**config.mk**
```make
export PLATFORM = sky130hd
export DESIGN_NAME = display_mode_scheduler
export DESIGN_NICKNAME = d
export VERILOG_FILES = /design/src/rtl/display_mode_scheduler.sv
export SDC_FILE = /design/constraint.sdc
export NUM_CORES = 1
export LEC_CHECK = 0
export CORE_MARGIN = 3
export CORE_UTILIZATION = 30
export DETAILED_ROUTE_END_ITERATION = 10
export DONT_BUFFER_PORTS = 1
export PLACE_DENSITY_LB_ADDON = 0.12
export SYNTH_ARGS = -nofsm -noshare
export SYNTH_HDL_FRONTEND = slang
export SYNTH_SLANG_ARGS = --single-unit
```
**constraint.sdc**
```tcl
create_clock -name clk -period 4.5 [get_ports clk]
set_input_delay 0.45 -clock clk [delete_from_list [all_inputs] [get_ports clk]]
set_output_delay 0.45 -clock clk [all_outputs]
set_load 0.01 [all_outputs]
```
**src/rtl/display_mode_scheduler.sv**
```systemverilog
// Chooses which HEX view is shown: debounced key steps through the views,
// auto rotation steps on DCF77 seconds, and the switches override both.
module display_mode_scheduler #(
  parameter int unsigned DEBOUNCE_CYCLES = 500000,
  parameter int unsigned DWELL_HM        = 20,
  parameter int unsigned DWELL_OTHER     = 4,
  parameter int unsigned HOLD_S          = 30
) (
  input  logic       clk,
  input  logic       reset_n,
  input  logic       tick_1hz,
  input  logic       key_n,
  input  logic [2:0] SW,
  input  logic       auto_en,
  output logic [2:0] sel,
  output logic [1:0] mode,
  output logic       key_event
);

  localparam int unsigned DB_W      = (DEBOUNCE_CYCLES > 1) ? $clog2(DEBOUNCE_CYCLES + 1) : 1;
  localparam int unsigned DWELL_MAX = (DWELL_HM > DWELL_OTHER) ? DWELL_HM : DWELL_OTHER;
  localparam int unsigned DW_W      = (DWELL_MAX > 1) ? $clog2(DWELL_MAX + 1) : 1;
  localparam int unsigned HOLD_W    = (HOLD_S > 1) ? $clog2(HOLD_S + 1) : 1;

  localparam logic [DB_W-1:0]   DB_LAST   = DB_W'(DEBOUNCE_CYCLES - 1);
  localparam logic [DW_W-1:0]   LIM_HM    = DW_W'(DWELL_HM - 1);
  localparam logic [DW_W-1:0]   LIM_OTHER = DW_W'(DWELL_OTHER - 1);
  localparam logic [HOLD_W-1:0] HOLD_LOAD = HOLD_W'(HOLD_S);

  typedef enum logic [1:0] {
    M_HM   = 2'd0,
    M_SEC  = 2'd1,
    M_DAY  = 2'd2,
    M_DATE = 2'd3
  } mode_e;

  logic            key_s1, key_s2, db_level, db_level_d;
  logic [DB_W-1:0] db_cnt;

  mode_e             state, state_nxt;
  logic [DW_W-1:0]   dwell_cnt, dwell_nxt, lim_m1;
  logic [HOLD_W-1:0] hold_cnt, hold_nxt;
  logic [2:0]        sel_nxt;
  logic              ovr, key_eff, auto_active, expire, advance;

  // Key path: synchronizer, stability counter, falling-edge event one cycle after the level flips.
  always_ff @(posedge clk or negedge reset_n) begin
    if (!reset_n) begin
      key_s1     <= 1'b1;
      key_s2     <= 1'b1;
      db_level   <= 1'b1;
      db_level_d <= 1'b1;
      db_cnt     <= '0;
      key_event  <= 1'b0;
    end else begin
      key_s1     <= key_n;
      key_s2     <= key_s1;
      db_level_d <= db_level;
      key_event  <= db_level_d & ~db_level;
      if (key_s2 == db_level) begin
        db_cnt <= '0;
      end else if (db_cnt == DB_LAST) begin
        db_level <= key_s2;
        db_cnt   <= '0;
      end else begin
        db_cnt <= db_cnt + DB_W'(1);
      end
    end
  end

  // Next view, dwell/hold counters and view select.
  always_comb begin
    ovr         = |SW;
    key_eff     = key_event & ~ovr;
    auto_active = auto_en & (hold_cnt == '0) & ~ovr;
    lim_m1      = (state == M_HM) ? LIM_HM : LIM_OTHER;
    expire      = auto_active & tick_1hz & (dwell_cnt == lim_m1);
    advance     = key_eff | expire;

    state_nxt = state;
    if (advance) state_nxt = mode_e'(2'(state) + 2'd1);

    dwell_nxt = dwell_cnt;
    if (advance || key_eff || !auto_en || ovr) dwell_nxt = '0;
    else if (tick_1hz && auto_active)          dwell_nxt = dwell_cnt + DW_W'(1);

    hold_nxt = hold_cnt;
    if (key_eff)                            hold_nxt = HOLD_LOAD;
    else if (tick_1hz && hold_cnt != '0)    hold_nxt = hold_cnt - HOLD_W'(1);

    if (!ovr)       sel_nxt = {state_nxt == M_DATE, state_nxt == M_DAY, state_nxt == M_SEC};
    else if (SW[0]) sel_nxt = 3'b001;
    else if (SW[1]) sel_nxt = 3'b010;
    else            sel_nxt = 3'b100;
  end

  always_ff @(posedge clk or negedge reset_n) begin
    if (!reset_n) begin
      state     <= M_HM;
      dwell_cnt <= '0;
      hold_cnt  <= '0;
      sel       <= 3'b000;
    end else begin
      state     <= state_nxt;
      dwell_cnt <= dwell_nxt;
      hold_cnt  <= hold_nxt;
      sel       <= sel_nxt;
    end
  end

  assign mode = 2'(state);

endmodule

```
; ---- Word level (Yosys, flattened, before mapping)
; Cells that the tools add are included.
[op_classes]
addsub = 4
eq_ne = 6
muxes = 11
n_bitwise = 10
reduce_logical = 13
[ops]
columns = operator, n
row1 = $mux W19, 2
row2 = $mux W5, 5
row3 = $add A19 B1 Y19 const B, 1
row4 = $eq A19 B19 Y1 const B, 1
row5 = $mux W3, 3
row6 = $and A1 B1 Y1, 6
row7 = $add A5 B1 Y5 const B, 1
row8 = $eq A5 B5 Y1, 1
row9 = $logic_not A5 Y1, 1
row10 = $reduce_bool A5 Y1, 1
row11 = $sub A5 B1 Y5 const B, 1
row12 = $eq A2 B2 Y1 const B, 2
row13 = $reduce_bool A2 Y1, 2
row14 = $logic_or A1 B1 Y1, 3
row15 = $not A1 Y1, 3
row16 = $reduce_or A3 Y1, 1
row17 = $add A2 B1 Y2 const B, 1
row18 = $eq A2 B1 Y1 const B, 1
row19 = $logic_and A1 B1 Y1, 2
row20 = $logic_not A2 Y1, 1
row21 = $mux W2, 1
row22 = $reduce_and A2 Y1, 1
row23 = $eq A1 B1 Y1, 1
row24 = $logic_not A1 Y1, 1
row25 = $or A1 B1 Y1, 1
[totals]
ff_bits = 39
inputBits = 8
output_inout_bits = 6
word_cells = 54

; ---- Longest topological paths before layout
; Gate-level depths: netlist of run 1.
[depth]
depth_word = 10
mapped_depth = 7
depth_no_buf = 6

; ---- Least setup slack after synthesis of run 1
; OpenSTA, ideal clock, no wires.
[synth_path]
path_kind = reg2reg
from = register db_cnt[0]
to = register db_cnt[10]
setup_ns = 0.122
arrival_ns = 1.802
t_required_ns = 4.378
setup_slack_ns = 2.576
stages_incl_launch_ff = 8
n_path_buf = 2
synth_period_minus_slack_ns = 1.924
cell_sequence = dfrtp_1 > ha_1 > and4_2 > buf_2 > nand2_1 > o31ai_2 > buf_2 > nor2_1
[synth_between]
elab_chain_cells = 3
word_cells_on_any_way = 4
classes_between = add/sub (1) / eq/ne (1) / mux (2)
[synth_lines]
columns = item, line
row1 = "start, declared", 38  ; logic [DB_W-1:0] db_cnt;
row2 = "start signal, assigned", 66  ; db_cnt <= db_cnt + DB_W'(1);
row3 = $add A19 B1 Y19 or $eq A19 B19 Y1 (tied branches), "66, 62"
row4 = $mux W19 (*), 62  ; end else if (db_cnt == DB_LAST) begin
row5 = $mux W19 (*), 60  ; if (key_s2 == db_level) begin
; Mark *: on every way between the ends. The rest lies on a longest branch, timed or not.
; A chain may end at the register's enable or synchronous reset.

; ---- Worst setup path after layout of run 1
[layout_path]
from = register state[0], in the netlist mode[0]
to = register state[1], in the netlist mode[1]
[layout_between]
elab_chain_cells = 6
word_cells_on_any_way = 7
classes_between = add/sub (1) / eq/ne (1) / mux (2) / bitwise (2) / reduce/logical (1)
[layout_lines]
columns = item, line
row1 = "start, declared", 40  ; mode_e state, state_nxt;
row2 = "start signal, assigned", 104  ; state <= state_nxt;
row3 = $logic_not A2 Y1, 76  ; lim_m1 = (state == M_HM) ? LIM_HM : LIM_OTHER;
row4 = $mux W5, 76
row5 = $eq A5 B5 Y1, 77  ; expire = auto_active & tick_1hz & (dwell_cnt == lim_m1);
row6 = $and A1 B1 Y1, 77
row7 = $or A1 B1 Y1, 78  ; advance = key_eff | expire;
row8 = $mux W2 (*), 81  ; if (advance) state_nxt = mode_e'(2'(state) + 2'd1);
row9 = net state_nxt[1], 40
; The timed path passes the listed nets; every way through them passes the cells marked *.

==> flow_summary.json, run 1 <==
{
  "synthTopCellsByArea": "dfrtp_1 45%, dfstp_2 5.4%, xor2_1 5.0%",
  "route.final.wire_length_um": 3716,
  "clock_latency_ns": 0.29,
  "place_area_um2": 2006,
  "via_count": 1381,
  "dr.pass1.iters": 4,
  "tightest_slew_ns": 0.6512,
  "clockBufferDepth": 2,
  "clock_sinks": 39,
  "end_kind": "flip-flop",
  "final_cell_mix": "35 x dfrtp_1, 21 x nor2_1, 19 x nand2_1, 12 x nand3_1",
  "setup_viol": 0,
  "grt_max_degree": 40,
  "gp_congestion": 0.8706,
  "die_area_um2": 7452,
  "ys.flop_type": "dfrtp_1",
  "synth-edff-count": 0,
  "ant_nets": 0,
  "syn_nets": 207,
  "power.total_w": 0.0007365,
  "powerDensity_nw_per_um2": 346.0,
  "grt_pass1_wl_um": 6699,
  "rsz0062_at_grt": "false",
  "path_max_fanout": 6,
  "avgRoutedWirePerCell_um": 13.51,
  "dp_hpwl_um": 2673,
  "drt_iter0_markers": 56,
  "seq_area_frac_synth": 0.5068,
  "grtUsageTotal": 0.1131,
  "die_h_um": 86.33,
  "total_leakage_power_nw": 0.8404,
  "start_util": 0.3175,
  "post-route-period-util": 0.4768,
  "required_ns": 4.68,
  "antenna_found_initial": 0,
  "layout_setup_ws_ns": 2.354,
  "cp_data_arrival_time_ns": 2.32,
  "async_reset_ff_frac": 1.000,
  "synthCells": 194,
  "yosys.area.top_type": "dfrtp_1",
  "ys_warn_count": 0,
  "cts_buffers": 5,
  "grt_pass1_vias": 1460,
  "drive_gt1_frac": 0.09000,
  "root_buffer": "clkbuf_8",
  "cap_violations": 0,
  "fin_tns_setup_ns": 0,
  "grt_overflow": 0,
  "min_path_type": "in2reg",
  "ioPinCount": 14,
  "outcome": "completed",
  "post_cts_buffers": 0,
  "fin_nets": 212,
  "n_antenna_cell": 0,
  "place_ws_ns": 2.089,
  "final.min_clock_period_ns": 2.146,
  "final_area_um2": 2128,
  "finClkSkew_ns": 0.008975,
  "synth_top_area_frac": 0.4525,
  "drv_slew": 0,
  "port_buffers": 0,
  "final_common_cell": "dfrtp_1",
  "hold_viol_final": 0,
  "yosysUniqueCellTypes": 38,
  "ir_worst_vdd_mv": 0.1707,
  "syn_area_um2": 1936,
  "syn_avg_cell_area_um2": 9.977,
  "ys_ff_latch": 39,
  "core_um2": 6096,
  "htreeDepth": 2,
  "clk_pin_slew_ns": 0.08,
  "critPathLaunchType": "flip-flop",
  "area_growth_pct": 9.955,
  "relSlewSlack": 0.5632,
  "die_x_um": 86.33,
  "drc_errors": 0,
  "hold_ws_ns": 0.1566,
  "row_count": 28,
  "cts_tree": "done",
  "via_per_inst": 5.022,
  "fmax_ghz": 0.4660,
  "crit_type": "reg2reg"
}
where the power goes:
part | internal, W | switching (W) | total [W]
registers | 0.000379 | 0.0000257 | 0.000405
logic | 0.0000452 | 0.0000573 | 0.000103
clock network | 0.000108 | 0.000120 | 0.000229
final cells by class:
| type | count | area [um2] |
|---|---|---|
| Sequential cell | 39 | 980.9 |
| Fill cell | 621 | 3968 |
| Inverter | 11 | 41.29 |
| Timing Repair Buffer | 3 | 37.54 |
| Clock inverter | 2 | 12.51 |
| Multi-Input combinational cell | 139 | 889.6 |
| Tap cell | 75 | 93.84 |
| Clock buffer | 6 | 72.57 |
metrics by stage:
stage / utilization / instances
3_5_place_dp: 0.3290 / 264
2_1_floorplan: - / 194
6_report: 0.3491 / 275
3_3_place_gp: 0.3290 / 264
5_1_grt: 0.3491 / 275
4_1_cts: 0.3479 / 274
flip-flops by register name (all words and copies together), names as in the netlist:
signal	flops
hold_cnt	5
mode	2
db_level	1
db_cnt	19
key_event	1
sel	3
key_s1	1
key_s2	1
dwell_cnt	5
db_level_d	1
cells in the mapped netlist (all sizes together), types with 3 or more instances:
library cell  instances
dfrtp                35
buf                   4
nand3                13
xor2                 11
or4                   3
o21ai                 5
inv                  11
or3                   6
ha                    5
nor2                 21
xnor2                10
dfstp                 4
nor4                  4
nand4                 5
nor3                  5
a21oi                 7
and4                  3
o31ai                 3
nand2                19
final timing paths:
path                       startpoint  endpoint  slack [ns]  depth (start not counted)
min in group asynchronous     reset_n    sel[0]        0.62                          2
min reg2reg                    key_s1    key_s2        0.36                          0
max in group asynchronous     reset_n    key_s1        3.61                          2
min                             key_n    key_s1        0.16                          0
max                           mode[0]   mode[1]        2.35                          6
max reg2reg                   mode[0]   mode[1]        2.35                          6
timing repair:
item | CTS | global route
endpoints found under the hold margin | 39 | 0
hold buffers | 2 | 0
resized for setup | 0 | 0
per-layer routing:
layer,share of wire,global-route usage
met1,0.46,0.1378
met2,0.48,0.1885
met3,0.048,0.03612
met4,0.0062,0.03824
met5,0,0
cells by family (layout without fill, tap and decap cells):
family,count (synthesis),after routing,share of synthesized area
mux,2,2,0.01163
fa+ha+maj,5,5,0.03232
simple gates,88,88,0.2405
buf+inv,16,22,0.03361
compound gates,23,23,0.08015
flops,39,39,0.5068
xor+xnor,21,21,0.09502
critical path: stages (launching register included):
cell,delay (ns)
dfrtp_1,0.50
inv_1,0.14
ha_1,0.23
xnor2_1,0.13
and4b_1,0.21
o21ai_1,0.43
mux2_2,0.39
Note: power is estimated with default switching activity, not from simulation.
==> run 2: changes to the inputs <==
==> constraint.sdc (replaced) <==
create_clock -name clk -period 2.15 [get_ports clk]
set_input_delay 0.215 -clock clk [delete_from_list [all_inputs] [get_ports clk]]
set_output_delay 0.215 -clock clk [all_outputs]
set_load 0.01 [all_outputs]
==> flow_summary.json, run 2 (synthesized netlist as in run 1, its figures left out) <==
{
  "clock_latency_ns": 0.29,
  "port_buffers": 0,
  "powerDensity_nw_per_um2": 725.0,
  "drv_slew": 0,
  "outcome": "completed",
  "clockBufferDepth": 2,
  "start_util": 0.3175,
  "post-route-period-util": 0.9346,
  "layout_setup_ws_ns": 0.1406,
  "drc_errors": 0,
  "required_ns": 2.37,
  "top_register": "db_cnt",
  "grt_pass1_vias": 1533,
  "grt_max_degree": 40,
  "relSlewSlack": 0.7149,
  "cts_buffers": 5,
  "hold_viol_final": 0,
  "gp_congestion": 0.8540,
  "fin_tns_setup_ns": 0,
  "root_buffer": "clkbuf_8",
  "finClkSkew_ns": 0.01418,
  "die_area_um2": 7452,
  "clk_pin_slew_ns": 0.08,
  "ioPinCount": 14,
  "cp.depth": 6,
  "reg_top3": "db_cnt (19), dwell_cnt (5), hold_cnt (5)",
  "end_kind": "flip-flop",
  "total_leakage_power_nw": 0.8696,
  "die_x_um": 86.33,
  "n_antenna_cell": 0,
  "largest_reg_flops": 19,
  "rsz0062_at_grt": "false",
  "hold_depth": 2,
  "place_ws_ns": 0.1784,
  "ant_nets": 0,
  "avgRoutedWirePerCell_um": 13.65,
  "min_path_type": "in2reg",
  "path_cells": "inv_1, ha_1, or4b_1, or3_1, nor2_1, o2bb2ai_1",
  "htreeDepth": 2,
  "cap_violations": 0,
  "path_max_fanout": 8,
  "hold_end": "sel[2]",
  "via_count": 1444,
  "tightest_slew_ns": 0.4244,
  "place_area_um2": 2028,
  "rrSetupSlack_ns": 0.14,
  "clock_sinks": 39,
  "fin_nets": 217,
  "ir_worst_vdd_mv": 0.4752,
  "final_common_cell": "dfrtp_1",
  "worstRegToRegCells": 6,
  "holdCritStartpoint": "SW[2]",
  "power.total_w": 0.001580,
  "final_area_um2": 2180,
  "cpMaxStageDelayCell": "or4b_1",
  "final_cell_mix": "35 x dfrtp_1, 21 x nor2_1, 19 x nand2_1, 12 x nand3_1",
  "route.final.wire_length_um": 3822,
  "crit_type": "reg2reg",
  "fmax_ghz": 0.4977,
  "cpPeakStageDelay_ns": 0.59,
  "drive_gt1_frac": 0.09756,
  "critPathBufInv": 1,
  "setup_viol": 0,
  "r2r-start": "hold_cnt[0]",
  "antenna_found_initial": 0,
  "core_um2": 6096,
  "grt_pass1_wl_um": 6865,
  "area_growth_pct": 12.61,
  "drt_iter0_markers": 19,
  "via_per_inst": 5.157,
  "cp_data_arrival_time_ns": 2.23,
  "die_h_um": 86.33,
  "row_count": 28,
  "grt_overflow": 0,
  "final.min_clock_period_ns": 2.009,
  "dr.pass1.iters": 4,
  "r2r_end": "dwell_cnt[0]",
  "hold_ws_ns": 0.05576,
  "cts_tree": "done",
  "ctsResizeCount": 0,
  "dp_hpwl_um": 2687,
  "critPathLaunchType": "flip-flop",
  "grtUsageTotal": 0.1151,
  "cpLargestDelayFamily": "simple AND/OR/NAND/NOR gates"
}
-- run 2: per-layer routing --
metal  vias up  track usage  part of all wire  wire length (um)
met2        32       0.1961              0.50              1893
li1        705            -                 -                 -
met3         6      0.03327             0.055               212
met5         -            0                 0                 0
met4         0      0.05524             0.016                61
met1       701       0.1321              0.43              1654
-- run 2: repair_timing --
item                      4_1_cts  5_1_grt
hold buffers                    5        0
hold endpoints to repair       41        0
setup buffers                   0        0
-- run 2: cell type report --
type,instances,area (um2)
Fill cell,638,3916
Sequential cell,39,980.9
Multi-Input combinational cell,139,889.6
Tap cell,75,93.84
Clock buffer,7,86.33
Timing Repair Buffer,8,82.58
Inverter,11,41.29
Clock inverter,1,5.005
-- run 2: per-stage QoR --
stage | cells | utilization
floorplan | 194 | -
finish | 280 | 0.3576
detailed placement | 267 | 0.3327
global route | 280 | 0.3576
CTS | 280 | 0.3576
global placement | 267 | 0.3327
-- run 2: worst max-delay path by stage --
stage                      startpoint      endpoint  slack, ns
after floorplan             db_cnt[0]    db_cnt[10]       0.23
after global placement    hold_cnt[0]  dwell_cnt[0]       0.25
after detailed placement  hold_cnt[0]  dwell_cnt[3]       0.18
after CTS                 hold_cnt[0]  dwell_cnt[3]       0.16
after global routing      hold_cnt[0]  dwell_cnt[1]      0.007
final                     hold_cnt[0]  dwell_cnt[0]       0.14
-- run 2: where the power goes --
group          internal (W)  switching, W  leakage, nW  total [W]
clock              0.000259      0.000254       0.0482   0.000513
sequential         0.000794     0.0000574        0.514   0.000851
combinational     0.0000967      0.000119        0.307   0.000215
